$ cat src/rtl/device_burst_controller.sv
// -----------------------------------------------------------------------------
// device_burst_controller
//
// Runs multi-beat read or write bursts against a memory with a ready
// handshake. The beat address increments automatically and wraps modulo
// 2^ADDR_W. Each beat waits for mem_ready. If mem_ready does not arrive
// within TIMEOUT strobe cycles, the burst is abandoned with an error pulse.
// Every output is driven from a register.
//
// Ports:
//   clk, rst        rising-edge clock, synchronous active-high reset
//   start_en        burst request (only honoured in IDLE)
//   wr_en           burst mode at start: 1 = write, 0 = read
//   start_addr      first beat address
//   burst_len       beats requested (0 -> 1, clamped to MAX_BURST)
//   wr_data         write data, sampled on each entry to ACCESS
//   mem_ready       memory beat-complete handshake
//   mem_rdata       memory read data, valid with mem_ready
//   dc_cs_out       chip select, active low
//   dc_rd_out       read strobe
//   dc_wr_out       write strobe
//   dc_addr_out     current beat address
//   dc_wdata_out    write data presented to memory
//   dc_rdata_out    last captured read data (held until next capture/reset)
//   dc_dregen_out   one-cycle beat-complete pulse
//   dc_done_out     one-cycle burst-complete pulse
//   dc_err_out      one-cycle timeout pulse
//   dc_busy_out     high whenever the controller is not IDLE
// -----------------------------------------------------------------------------
module device_burst_controller #(
  parameter int ADDR_W    = 8,
  parameter int DATA_W    = 16,
  parameter int MAX_BURST = 8,
  parameter int TIMEOUT   = 15,
  localparam int BL_W     = $clog2(MAX_BURST + 1)
) (
  input  logic              clk,
  input  logic              rst,
  input  logic              start_en,
  input  logic              wr_en,
  input  logic [ADDR_W-1:0] start_addr,
  input  logic [BL_W-1:0]   burst_len,
  input  logic [DATA_W-1:0] wr_data,
  input  logic              mem_ready,
  input  logic [DATA_W-1:0] mem_rdata,
  output logic              dc_cs_out,
  output logic              dc_rd_out,
  output logic              dc_wr_out,
  output logic [ADDR_W-1:0] dc_addr_out,
  output logic [DATA_W-1:0] dc_wdata_out,
  output logic [DATA_W-1:0] dc_rdata_out,
  output logic              dc_dregen_out,
  output logic              dc_done_out,
  output logic              dc_err_out,
  output logic              dc_busy_out
);

  // Wait counter only needs to reach TIMEOUT-1.
  localparam int WC_W = (TIMEOUT > 1) ? $clog2(TIMEOUT) : 1;
  localparam logic [WC_W-1:0]   WAIT_LAST = WC_W'(TIMEOUT - 1);
  localparam logic [BL_W-1:0]   MAX_LEN   = BL_W'(MAX_BURST);
  localparam logic [BL_W-1:0]   ONE_LEN   = {{(BL_W-1){1'b0}}, 1'b1};
  localparam logic [ADDR_W-1:0] ONE_ADDR  = {{(ADDR_W-1){1'b0}}, 1'b1};
  localparam logic [WC_W-1:0]   ONE_WAIT  = {{(WC_W-1){1'b0}}, 1'b1};

  typedef enum logic [2:0] {
    S_IDLE   = 3'd0,
    S_CS     = 3'd1,
    S_ACCESS = 3'd2,
    S_DREGEN = 3'd3,
    S_DONE   = 3'd4,
    S_ERR    = 3'd5
  } state_t;

  state_t            r_state;
  logic              r_wr_mode;
  logic [BL_W-1:0]   r_len;
  logic [BL_W-1:0]   r_beats;
  logic [WC_W-1:0]   r_wait;
  logic [BL_W-1:0]   w_len;

  // Effective burst length: zero means one beat, oversize clamps to MAX_BURST.
  always_comb begin
    w_len = ONE_LEN;
    if (burst_len == {BL_W{1'b0}}) begin
      w_len = ONE_LEN;
    end else if (burst_len > MAX_LEN) begin
      w_len = MAX_LEN;
    end else begin
      w_len = burst_len;
    end
  end

  // Burst FSM. Each output register is loaded with the value of the state
  // being entered, so the outputs line up with r_state.
  always_ff @(posedge clk) begin
    if (rst) begin
      r_state       <= S_IDLE;
      r_wr_mode     <= 1'b0;
      r_len         <= {BL_W{1'b0}};
      r_beats       <= {BL_W{1'b0}};
      r_wait        <= {WC_W{1'b0}};
      dc_cs_out     <= 1'b1;
      dc_rd_out     <= 1'b0;
      dc_wr_out     <= 1'b0;
      dc_addr_out   <= {ADDR_W{1'b0}};
      dc_wdata_out  <= {DATA_W{1'b0}};
      dc_rdata_out  <= {DATA_W{1'b0}};
      dc_dregen_out <= 1'b0;
      dc_done_out   <= 1'b0;
      dc_err_out    <= 1'b0;
      dc_busy_out   <= 1'b0;
    end else begin
      // Pulses last exactly one cycle unless re-armed below.
      dc_dregen_out <= 1'b0;
      dc_done_out   <= 1'b0;
      dc_err_out    <= 1'b0;
      case (r_state)
        S_IDLE: begin
          if (start_en) begin
            r_wr_mode   <= wr_en;
            r_len       <= w_len;
            r_beats     <= {BL_W{1'b0}};
            dc_addr_out <= start_addr;
            dc_cs_out   <= 1'b0;
            dc_busy_out <= 1'b1;
            r_state     <= S_CS;
          end
        end
        S_CS: begin
          dc_rd_out    <= ~r_wr_mode;
          dc_wr_out    <= r_wr_mode;
          dc_wdata_out <= wr_data;
          r_wait       <= {WC_W{1'b0}};
          r_state      <= S_ACCESS;
        end
        S_ACCESS: begin
          // mem_ready takes priority over the timeout on the last wait cycle.
          if (mem_ready) begin
            dc_rd_out     <= 1'b0;
            dc_wr_out     <= 1'b0;
            if (!r_wr_mode) begin
              dc_rdata_out <= mem_rdata;
            end
            dc_dregen_out <= 1'b1;
            r_beats       <= r_beats + ONE_LEN;
            r_state       <= S_DREGEN;
          end else if (r_wait == WAIT_LAST) begin
            dc_rd_out  <= 1'b0;
            dc_wr_out  <= 1'b0;
            dc_cs_out  <= 1'b1;
            dc_err_out <= 1'b1;
            r_state    <= S_ERR;
          end else begin
            r_wait <= r_wait + ONE_WAIT;
          end
        end
        S_DREGEN: begin
          // r_beats already counts the beat that just completed.
          if (r_beats < r_len) begin
            dc_addr_out  <= dc_addr_out + ONE_ADDR;
            dc_wdata_out <= wr_data;
            dc_rd_out    <= ~r_wr_mode;
            dc_wr_out    <= r_wr_mode;
            r_wait       <= {WC_W{1'b0}};
            r_state      <= S_ACCESS;
          end else begin
            dc_cs_out   <= 1'b1;
            dc_done_out <= 1'b1;
            r_state     <= S_DONE;
          end
        end
        S_DONE, S_ERR: begin
          // Return to idle output values; read data is deliberately kept.
          dc_addr_out  <= {ADDR_W{1'b0}};
          dc_wdata_out <= {DATA_W{1'b0}};
          dc_busy_out  <= 1'b0;
          r_state      <= S_IDLE;
        end
        default: begin
          dc_cs_out    <= 1'b1;
          dc_rd_out    <= 1'b0;
          dc_wr_out    <= 1'b0;
          dc_addr_out  <= {ADDR_W{1'b0}};
          dc_wdata_out <= {DATA_W{1'b0}};
          dc_busy_out  <= 1'b0;
          r_state      <= S_IDLE;
        end
      endcase
    end
  end

endmodule
$ cat config.mk
export PLATFORM = sky130hd
export DESIGN_NAME = device_burst_controller
export DESIGN_NICKNAME = d
export VERILOG_FILES = /design/src/rtl/device_burst_controller.sv
export SDC_FILE = /design/constraint.sdc
export NUM_CORES = 1
export LEC_CHECK = 0
export ABC_AREA = 1
export CAP_MARGIN = 20
export CORE_ASPECT_RATIO = 1.5
export CORE_MARGIN = 2
export CORE_UTILIZATION = 45
export CTS_CLUSTER_DIAMETER = 100
export DETAILED_ROUTE_END_ITERATION = 8
export PLACE_DENSITY = 0.77
export SLEW_MARGIN = 20
export SYNTH_ARGS = -nofsm -noshare
export SYNTH_HDL_FRONTEND = slang
export SYNTH_SLANG_ARGS = --single-unit
$ cat constraint.sdc
create_clock -name clk -period 3.05 [get_ports clk]
set_clock_uncertainty 0.2 [all_clocks]
set_input_delay 0.305 -clock clk [delete_from_list [all_inputs] [get_ports clk]]
set_output_delay 0.305 -clock clk [all_outputs]
set_load 0.005 [all_outputs]
Word-level counts from Yosys, hierarchy flattened
Cells that the tools add are included.
- add/sub/neg operators: 3
- order comparisons: 2
- eq/ne operators: 14
- multiplexer cells: 35
- bitwise logic cells: 8
- reductions and logical operators: 22
- operators with widths (operator ; count):
    case mux 16 bit (3 select lines) ; 1
    2-to-1 mux 4 bit ; 7
    case mux 8 bit (3 select lines) ; 1
    2-to-1 mux 16 bit ; 1
    2-to-1 mux 8 bit ; 2
    inequality test 2 bit, second input constant ; 7
    2-to-1 mux 1 bit ; 12
    2-to-1 mux 3 bit ; 4
    case mux 1 bit (4 select lines) ; 3
    case mux 3 bit (4 select lines) ; 1
    case mux 4 bit (3 select lines) ; 1
    AND reduction 3 bit ; 4
    OR reduction 3 bit ; 4
    adder 4 x 1 -> 4 bit, second input constant ; 2
    adder 8 x 1 -> 8 bit, second input constant ; 1
    inverter 1 bit ; 8
    case mux 4 bit (2 select lines) ; 1
    AND reduction 2 bit ; 4
    OR reduction 2 bit ; 4
    == test 3 x 2 -> 1 bit, second input constant ; 2
    == test 3 bit, second input constant ; 2
    AND reduction 5 bit ; 1
    == test 4 bit, second input constant ; 1
    > comparator 4 bit, second input constant ; 1
    9 further kinds ; 9
- register bits after elaboration: 63
- bits of input ports: 49
- output and inout port bits: 47
- word-level logic and storage cells: 99

Depth between registers and ports, before layout
- depth after elaboration: 4
- depth in mapped cells: 11
- mapped depth without buffers: 11

Least setup slack after synthesis
OpenSTA, ideal clock, no wires.
- path kind: register to register
- start: reg r_len[3]
- end: reg dc_wdata_out[5]
- library setup time: 0.113 ns
- data arrival time: 1.418 ns
- data required time: 2.737 ns
- slack: 1.319 ns
- stages on the path, launching flop included: 10
- buffers on the path: 1
- period minus slack after synthesis: 1.731 ns
- cell sequence: dfxtp_1 -> inv_1 -> ha_1 -> a21oi_1 -> nand2_1 -> a21oi_2 -> buf_2 -> nand2_1 -> nand2_1 -> nor2_1
- longest elaborated chain between the ends: 3
- RTL lines (item ; line ; RTL):
    start: declaration ; 77 ; logic [BL_W-1:0] r_len;
    start signal: assignment ; 100 ; r_len <= {BL_W{1'b0}};
    start signal: assignment ; 122 ; r_len <= w_len;
    < comparator 4 bit ; 160 ; if (r_beats < r_len) begin
    inequality test 2 bit (no line) ; - ;
    AND reduction 2 bit (no line) ; - ;
    end signal: assignment ; 162 ; dc_wdata_out <= wr_data;
    end signal: assignment ; 176 ; dc_wdata_out <= {DATA_W{1'b0}};
    end signal: assignment ; 185 ; dc_wdata_out <= {DATA_W{1'b0}};
    end: declaration ; 50 ; output logic [DATA_W-1:0] dc_wdata_out,
Every way passes these cells.
A chain may end at the register's enable or synchronous reset.

Worst setup path after layout
- start: reg r_len[3]
- end: reg dc_wdata_out[0]
The elaborated chain is that of the path after synthesis.

==> summary.md <==
| Metric | Value |
|---|---|
| Clock power share | 0.313 |
| Power density over the cells | 651 nW/um2 |
| Outcome | finished, final reports clean |
| Hold Path Class | reg2reg |
| Crit-path slowest cell | ha_1 |
| Layout fillers | 561 |
| Detailed Place HPWL | 5280 um |
| Worst Path Buf+Inv | 2 |
| Height of the die | 101 um |
| Final Hold Fails | 0 |
| Post-synth top flop | dfxtp_1 |
| Htree depth | 3 |
| Int Power | 1840 uW |
| Crit-path max FO | 31 |
| CP endpoint kind | register |
| Post-layout util | 0.663 |
| Net switching power | 802 uW |
| Number of I/O port buffers | 95 |
| Fin Hold WS | 0.267 ns |
| I/O pin count | 96 |
| Avg WL per Cell | 12.3 um |
| CTS root buffer | clkbuf_8 |
| Top cells by area, synth | dfxtp_1 45%, nand2_1 15%, nor2_1 11% |
| FF/Latch Area | 1260 um2 |
| Post-CTS Setup Inserts | 0 |
| Tmin final | 2.00 ns |
| CTS hold repair buffers | 0 |
| Aggregate global routing overflow | 0 |
| Post-DR vias/cell | 4.90 |
| Vias in the first global route | 2612 |
| RSZ-0062 raised after global routing | false |
| Final setup TNS | 0 ns |
| Largest net degree at the start of global routing | 36 |
| Total Routing Usage GR | 0.215 |
| Critical Path RT | 3.09 ns |
| Clock sink count | 63 |
| Sequential area share after synthesis | 0.446 |
| Total routed wirelength | 7140 um |
| YS warnings | 0 |
| Global-route wire length before repair | 11300 um |
| Max Cap Violations | 0 |
| Initial antenna violation count | 0 |
| Cell Area, Synth | 2830 um2 |
| Top routing layer used | met4 |
| Fraction of layout cells with a size suffix above 1 | 0.0707 |
| Metal-1 WL | 2910 um |
| Crit-path cells | inv_1, ha_1, a21oi_1, nand2_1, a21oi_2, buf_4, nand2_1, nand2_1, nor2_1 |
| Syn avg cell area | 6.92 um2 |
| P&R area growth vs syn | 43.7% |
| Final period util | 0.656 |
| Via count | 2854 |
| Core Footprint | 6130 um2 |
| Met2 WL | 3730 um |
| Drt drc | 0 |
| CP dominant cell by count | nand2_1 |
| Fmax | 0.500 GHz |
| Worst slew pin tran | 0.312 ns |
| Starting Density | 0.462 |
| Sw Share | 0.303 |
| Row cnt | 35 |
| Syn nets | 465 |
| Power Total | 2650 uW |
| Clk_lat worst skew | 0.34 ns |
| Logic pwr share | 0.299 |
| Ys async rst share | 0 |
| DRT Pass-1 Iters | 4 |
| Leakage power | 0.00172 uW |
| Footprint of the multi-input gates | 1380 um2 |
| Worst vdd ir | 0.000389 V |
| Synth top area share | 0.446 |
| Cell variety after synth | 29 |
| CP max stage delay | 0.31 ns |
| TritonCTS clock tree | yes |
| Post_cts resized | 0 |
| Number of synthesized register bits | 63 |
| Startpoint types | register |
| Full die area | 6950 um2 |
| Num CTS Buffers | 9 |
| Cell accounting for the most synthesized area | dfxtp_1 |
| Most frequent cell after synthesis | nand2_1 |
| Fin nets | 561 |
| Final GP Congestion | 0.807 |
| Final slew viol count | 0 |
| Cells after synthesis | 409 |
| Clock-pin transition on the worst setup and hold timing paths | 0.07 ns |
| Post-route ant nets | 0 |
| Critical path's top delay family | compound AO/OA/AOI/OAI gates |
| # diodes | 0 |
| Die W | 68.8 um |
| Post-synth EDFFs | 0 |
| Synth cell count leaders | 110 x nand2_1, 82 x nor2_1, 63 x dfxtp_1, 26 x inv_1, 26 x o21ai_0 |
| Met3 wire length | 315 um |
| Worst Path Class, Setup | reg2reg |
| Slew margin rel. | 0.792 |
| Arr. time, crit path | 2.04 ns |
| Setup Viol. Count Final | 0 |
| Sequential share of power | 0.388 |
| Clock Path Buffers | 2 |
| Initial DRC Count | 122 |
[final timing paths]
check	slack, ns	depth (start not counted)	start	end
worst max-delay path	1.05	9	r_len[3]$_SDFFE_PP0P_	dc_wdata_out[0]$_SDFFE_PP0P_
worst min-delay path	0.27	2	dc_busy_out$_SDFFE_PP0P_	dc_busy_out$_SDFFE_PP0P_
worst max register to register	1.05	9	r_len[3]$_SDFFE_PP0P_	dc_wdata_out[0]$_SDFFE_PP0P_
worst min register to register	0.27	2	dc_busy_out$_SDFFE_PP0P_	dc_busy_out$_SDFFE_PP0P_
[per-layer routing]
metal	GRT usage	vias up
met5	0	-
met4	0.118	0
met2	0.390	68
met3	0.0300	14
li1	-	1490
met1	0.230	1282
[registers in the layout (all words and copies together), names as in the netlist]
| signal | cells |
|---|---|
| dc_err_out | 1 |
| dc_dregen_out | 1 |
| dc_busy_out | 1 |
| dc_cs_out | 1 |
| dc_wdata_out | 16 |
| dc_done_out | 1 |
| r_len | 4 |
| dc_wr_out | 1 |
| dc_addr_out | 8 |
| r_wr_mode | 1 |
| r_wait | 4 |
| r_beats | 4 |
| r_state | 3 |
| dc_rdata_out | 16 |
| dc_rd_out | 1 |
[cell type report]
cell class / instances / area share
tap: 74 / 0.0228
multi-input combinational: 299 / 0.339
clock inverter: 3 / 0.0160
timing repair buffer: 99 / 0.241
sequential: 63 / 0.310
clock buffer: 12 / 0.0406
inverter: 33 / 0.0305
[cell usage in the layout, fill, tap and decap left out]
master	Yosys	routed
nand4_1	9	9
clkinv_1	1	1
a211oi_2	1	1
clkinv_2	0	1
dfxtp_1	63	63
a21oi_2	1	1
o21ai_1	1	1
nor2_2	3	3
nor2_4	1	1
nand3_2	1	1
inv_2	6	6
nand2_4	1	1
a211oi_1	2	2
a22oi_1	1	1
and3_1	1	1
clkdlybuf4s50_1	0	95
inv_1	26	26
buf_4	0	4
xor2_1	3	3
or2_1	1	1
nor3_1	5	5
o21ai_0	26	26
a21oi_1	21	21
clkbuf_8	0	12
nand2_1	110	110
ha_1	7	7
nand2_2	3	3
nor2_1	82	82
nand3_1	19	19
bufinv_16	0	2
[worst min-delay path, stage by stage (launching register included)]
cell	delay, ns
dfxtp_1	0.31
nand2_1	0.06
a21oi_1	0.05
[per-stage QoR]
stage	setup WS (ns)	cell area, um2	std cells
2_1_floorplan	1.32	2830	409
3_3_place_gp	1.04	3840	568
3_5_place_dp	1.02	3840	568
4_1_cts	1.04	4070	583
5_1_grt	0.947	4070	583
6_report	1.05	4070	583
[logic make-up after synthesis]
kind of cell | after synthesis | share of synthesized area
xor+xnor | 3 | 0.00929
flops | 63 | 0.446
buf+inv | 47 | 0.0676
fa+ha+maj | 7 | 0.0309
compound gates | 53 | 0.100
simple gates | 236 | 0.346
[power by group through the flow]
| stage | Sequential (uW) | Combinational, uW | Clock [uW] |
|---|---|---|---|
| CTS | 1030 | 798 | 841 |
| finish | 1030 | 792 | 828 |
| global route | 1040 | 893 | 874 |
| detailed placement | 1050 | 792 | 0 |
| floorplan | 1040 | 438 | 0 |
| global placement | 1040 | 779 | 0 |
No activity file was read; power rests on OpenSTA's default activity.
